==> src/rtl/and_mux_bist_pkg.sv <==
// Shared types and golden model for the AND/mux datapath self-test.
package and_mux_bist_pkg;

  localparam int VEC_W = 3;

  typedef enum logic [2:0] {
    ST_IDLE,
    ST_APPLY,
    ST_SETTLE,
    ST_CHECK,
    ST_DONE
  } bist_state_e;

  // vec = {s,b,a}; datapath computes y = s ? b : (a & b)
  function automatic logic golden_y(input logic [VEC_W-1:0] vec);
    return vec[2] ? vec[1] : (vec[1] & vec[0]);
  endfunction

endpackage

==> src/rtl/bist_sat_counter.sv <==
// Saturating up-counter with synchronous clear.
module bist_sat_counter #(
  parameter int W = 8
) (
  input  logic         clk,
  input  logic         rst_n,
  input  logic         clr,
  input  logic         inc,
  output logic [W-1:0] count
);

  logic [W-1:0] count_q, count_d;

  always_comb begin
    count_d = count_q;
    if (clr)                        count_d = '0;
    else if (inc && count_q != '1)  count_d = count_q + 1'b1;
  end

  always_ff @(posedge clk or negedge rst_n)
    if (!rst_n) count_q <= '0;
    else        count_q <= count_d;

  assign count = count_q;

endmodule

==> src/rtl/and_mux_bist_ctrl.sv <==
// BIST sequencer: sweeps all {s,b,a} vectors into the AND/mux datapath,
// compares the settled output with the golden model and logs mismatches.
module and_mux_bist_ctrl
  import and_mux_bist_pkg::*;
#(
  parameter int SETTLE_CYCLES = 2,
  parameter int PASSES        = 1,
  parameter int ERR_W         = 8
) (
  input  logic             clk,
  input  logic             rst_n,
  input  logic             start,
  input  logic             abort,
  output logic             dut_a,
  output logic             dut_b,
  output logic             dut_s,
  input  logic             dut_y,
  output logic             busy,
  output logic             done,
  output logic             pass,
  output logic [ERR_W-1:0] err_count,
  output logic [2:0]       first_fail_vec,
  output logic             first_fail_valid
);

  localparam int SC_W = $clog2(SETTLE_CYCLES + 1);
  localparam int PC_W = (PASSES > 1) ? $clog2(PASSES) : 1;
  localparam logic [SC_W-1:0] SETTLE_LD = SC_W'(SETTLE_CYCLES);
  localparam logic [PC_W-1:0] PASS_LAST = PC_W'(PASSES - 1);

  bist_state_e      state_q;
  logic [VEC_W-1:0] vec_q, dut_q, ffv_q;
  logic [PC_W-1:0]  pass_q;
  logic [SC_W-1:0]  settle_q;
  logic             busy_q, done_q, ffvalid_q;

  logic accept, mismatch, err_inc;

  // abort beats start when both arrive in an idle state
  assign accept   = (state_q == ST_IDLE || state_q == ST_DONE) && start && !abort;
  assign mismatch = dut_y != golden_y(vec_q);
  assign err_inc  = (state_q == ST_CHECK) && mismatch;

  always_ff @(posedge clk or negedge rst_n) begin
    if (!rst_n) begin
      state_q   <= ST_IDLE;
      vec_q     <= '0;
      dut_q     <= '0;
      ffv_q     <= '0;
      pass_q    <= '0;
      settle_q  <= '0;
      busy_q    <= 1'b0;
      done_q    <= 1'b0;
      ffvalid_q <= 1'b0;
    end else begin
      case (state_q)
        ST_IDLE, ST_DONE: begin
          if (accept) begin
            vec_q     <= '0;
            pass_q    <= '0;
            ffv_q     <= '0;
            ffvalid_q <= 1'b0;
            done_q    <= 1'b0;
            busy_q    <= 1'b1;
            state_q   <= ST_APPLY;
          end else if (abort) begin
            state_q <= ST_IDLE;
          end
        end
        ST_APPLY: begin
          if (abort) begin
            state_q <= ST_IDLE;
            busy_q  <= 1'b0;
            dut_q   <= '0;
          end else begin
            dut_q    <= vec_q;
            settle_q <= SETTLE_LD;
            state_q  <= ST_SETTLE;
          end
        end
        ST_SETTLE: begin
          if (abort) begin
            state_q <= ST_IDLE;
            busy_q  <= 1'b0;
            dut_q   <= '0;
          end else begin
            settle_q <= settle_q - 1'b1;
            if (settle_q == SC_W'(1)) state_q <= ST_CHECK;
          end
        end
        ST_CHECK: begin
          // first-fail capture happens even if this cycle is aborted
          if (mismatch && !ffvalid_q) begin
            ffv_q     <= vec_q;
            ffvalid_q <= 1'b1;
          end
          if (abort) begin
            state_q <= ST_IDLE;
            busy_q  <= 1'b0;
            dut_q   <= '0;
          end else if (vec_q != 3'd7) begin
            vec_q   <= vec_q + 3'd1;
            state_q <= ST_APPLY;
          end else if (pass_q != PASS_LAST) begin
            vec_q   <= '0;
            pass_q  <= pass_q + 1'b1;
            state_q <= ST_APPLY;
          end else begin
            state_q <= ST_DONE;
            busy_q  <= 1'b0;
            done_q  <= 1'b1;
            dut_q   <= '0;
          end
        end
        default: state_q <= ST_IDLE;
      endcase
    end
  end

  bist_sat_counter #(.W(ERR_W)) u_err_cnt (
    .clk   (clk),
    .rst_n (rst_n),
    .clr   (accept),
    .inc   (err_inc),
    .count (err_count)
  );

  assign dut_a            = dut_q[0];
  assign dut_b            = dut_q[1];
  assign dut_s            = dut_q[2];
  assign busy             = busy_q;
  assign done             = done_q;
  assign pass             = done_q && (err_count == '0);
  assign first_fail_vec   = ffv_q;
  assign first_fail_valid = ffvalid_q;

endmodule

==> config.mk <==
export PLATFORM = sky130hd
export DESIGN_NAME = and_mux_bist_ctrl
export DESIGN_NICKNAME = d
export VERILOG_FILES = /design/src/rtl/and_mux_bist_pkg.sv /design/src/rtl/bist_sat_counter.sv /design/src/rtl/and_mux_bist_ctrl.sv
export SDC_FILE = /design/constraint.sdc
export NUM_CORES = 1
export LEC_CHECK = 0
export ABC_CLOCK_PERIOD_IN_PS = 2200
export BUFFER_PORTS_ARGS = -buffer_cell sky130_fd_sc_hd__buf_2
export CAP_MARGIN = 20
export CORE_UTILIZATION = 26
export CTS_BUF_LIST = sky130_fd_sc_hd__clkbuf_8 sky130_fd_sc_hd__clkbuf_16
export DETAILED_ROUTE_END_ITERATION = 10
export PLACE_DENSITY = 0.53
export SETUP_SLACK_MARGIN = 0.02
export SYNTH_ARGS = -nofsm -noshare
export SYNTH_HDL_FRONTEND = slang
export SYNTH_HIERARCHICAL = 1
export SYNTH_SLANG_ARGS = --single-unit
==> constraint.sdc <==
create_clock -name clk -period 2.2 [get_ports clk]
set_input_delay 0.11 -clock clk [delete_from_list [all_inputs] [get_ports clk]]
set_output_delay 0.11 -clock clk [all_outputs]
set_load 0.005 [all_outputs]
==> results.py <==
metrics = {
    "final_layout": {
        "layout-drive-gt1-share_pct": 27.04,
        "final_core_util_pct": 33.10,
        "layout.cells.non_filler": 226,
        "mostFrequentLayoutCells": "25 x dfrtp_1, 22 x buf_2, 11 x nand2_1",
        "finalNetCount": 169,
        "n_antenna_cell": 0,
        "final_common_cell": "dfrtp_1",
        "syn_to_final_growth_pct": 18.55,
    },
    "global_routing": {
        "grt_pass1_vias": 1054,
        "antenna_found_initial": 0,
        "grt_remaining_overflow": 0,
        "grt_util_all_layers_pct": 12.02,
        "grt_start_max_net_pins": 26,
        "grt_pass1_wl_um": 4995,
    },
    "logic_synthesis": {
        "synth_warnings": 6,
        "ys_seq_area_share_pct": 45.91,
        "synth-xor-area-share_pct": 1.286,
        "synth_area_mm2": 0.001363,
        "async_reset_ff_share_pct": 100.0,
        "syn_avg_cell_area_um2": 10.17,
        "synth_adder_area_share_pct": 3.673,
        "synth-simple-area-share_pct": 20.48,
        "synth_nets": 143,
        "synthTopCellsByArea": "dfrtp_1 46%, mux2i_1 5.1%, ha_1 3.7%",
        "yosys_most_used_dff": "dfrtp_1",
        "synth.distinct_cells": 41,
        "yosysTopAreaCellShare_pct": 45.91,
        "synth_top_cell_by_area": "dfrtp_1",
        "synth_seq_cells": 25,
        "synth_mux_area_share_pct": 8.448,
        "synth-compound-area-share_pct": 13.96,
        "syn_inst": 134,
        "synth_top_family_by_area": "simple AND/OR/NAND/NOR gates",
        "synth_edf_count": 0,
    },
    "timing": {
        "timing.fmax_mhz": 479.4,
        "worst_pin_slew_ps": 584.9,
        "worst_hold_slack_ps": 131.7,
        "finalCriticalPeriod_ps": 2086,
        "setup_viol": 0,
        "timing.final.crit_share_pct": 94.82,
        "clock_skew_ps": 3.154,
        "max-slew-margin-rel_pct": 61.01,
        "hold_viol": 0,
        "slew_violations": 0,
        "rsz0062_at_grt": "false",
        "fin_tns_setup_ps": 0,
    },
    "drt": {
        "ant_nets": 0,
        "drt_wl_total_um": 3075,
        "route.met3.wl_um": 73,
        "firstDrtPassIters": 4,
        "dr_total_vias": 1101,
        "post-route-drc-count": 0,
        "met1Wirelength_um": 1402,
        "routed.top_layer": "met4",
        "wl_per_cell_um": 13.61,
        "wl_met2_um": 1557,
        "vias_per_cell": 4.872,
        "drt_iter0_markers": 76,
    },
    "worst_setup_path": {
        "crit_type": "register to register",
        "rr_worst_depth": 7,
        "worstPathArrival_ps": 2290,
        "cp_max_fo": 6,
        "worstSetupStartpointType": "register",
        "cp.required_ps": 2400,
        "end_kind": "register",
    },
    "clocking": {
        "h-tree-depth": 1,
        "path_clk_slew_ps": 90,
        "clock-sinks": 25,
        "root_buffer": "clkbuf_8",
        "cts_tree": "yes",
        "cts_buffers": 3,
        "clk_latency_ps": 260,
        "clock_path_buffers": 2,
    },
    "place": {
        "dp.final_hpwl_um": 2212,
        "portBuffers": 22,
        "place_inst": 219,
        "routabilityCongestion": 0.8057,
    },
    "floorplanning": {
        "die_area_mm2": 0.005534,
        "die_w_um": 74.39,
        "dieHeight_um": 74.39,
        "start_util_pct": 27.92,
        "ioPinCount": 23,
        "coreArea_mm2": 0.004880,
        "row_count": 25,
    },
    "min_path": {
        "hp-class": "primary input to register",
        "whs_path_depth": 2,
    },
    "power_and_ir_drop": {
        "leakagePower_nw": 0.7578,
        "power_per_cell_area_mw_per_mm2": 716.1,
        "p_total_w": 0.001157,
        "vdd_drop_max_mv": 0.2451,
    },
    "flow_run": {
        "cap_violations": 0,
    },
    "status": {
        "status": "finished clean",
    },
}
worst paths after layout:
kind | startpoint | endpoint | slack (ps)
setup reg to reg | vec_q[0] | u_err_cnt/count[7] | 110
hold reg to reg | dut_q[0] | dut_q[0] | 520
setup / recovery | vec_q[0] | u_err_cnt/count[7] | 110
max in group asynchronous | rst_n | vec_q[2] | 1430
min in group asynchronous | rst_n | state_q[2] | 390
hold / removal | abort | state_q[2] | 130
sequential cells by signal, indices dropped and copies added (netlist names):
name	flops
u_err_cnt/count	8
dut_q	3
first_fail_vec	3
state_q	3
vec_q	3
settle_q	2
busy	1
done	1
first_fail_valid	1
area by class of cell:
type | instances | area, um^2
clock buffers | 3 | 41.29
clock inverters | 1 | 3.754
fillers | 538 | 3264
inverters | 9 | 46.29
multi-input cells | 94 | 664.4
flip-flops and latches | 25 | 625.6
well taps | 67 | 83.83
repair buffers | 27 | 150.1
stage by stage:
stage	cell area, um^2	setup WS [ps]
after floorplan	1363	274.0
after global placement	1533	175.3
after detailed placement	1533	111.3
after CTS	1588	75.62
after global routing	1615	9.998
final	1615	113.9
what timing repair did:
item,in CTS,in global routing
endpoints found under the hold margin,25,0
buffers inserted,0,2
gates resized for setup,0,4
endpoints found under the setup margin,0,2
hold buffers,1,0
synthesized netlist by cell type (2+ instances only):
cell type	count
and3_1	4
nor4_1	3
xnor2_1	2
o21a_1	2
ha_1	4
nand2_1	11
mux2_2	4
o31ai_1	3
nor2_1	9
nand4_1	2
inv_1	8
dfrtp_1	25
mux2i_1	7
a31oi_1	2
clkbuf_1	3
o22ai_1	2
a21boi_0	2
a21oi_1	9
nand2b_1	2
o22a_1	2
buf_6	2
nor3_1	7
logic make-up after synthesis:
logic type	Yosys count
and+or+nand+nor	49
AOI/OAI and AO/OA	28
DFF	25
buffers and inverters	15
muxes	11
adders and majority gates	4
xor gates and xnor gates	2
critical path, cell delays in order (launching register included):
cell and delay [ps]:
dfrtp_1 410, ha_1 220, mux2i_1 160, xnor2_1 180
and3_4 250, nand4_1 150, or4_4 510, a21oi_2 140
layer usage:
metal  global-route usage, %  vias to the layer above
li1                        -                      533
met1                   15.80                      552
met2                   19.32                       14
met3                   1.897                        2
met4                   5.660                        0
met5                       0                        -
report_power, final:
part	total [W]	leakage, nW	switching, W	internal (W)
Clock	0.000268	0.0269	0.000143	0.000125
Sequential	0.000587	0.340	0.0000709	0.000516
Combinational	0.000302	0.391	0.000153	0.000149
(Power assumes the default switching activity.)
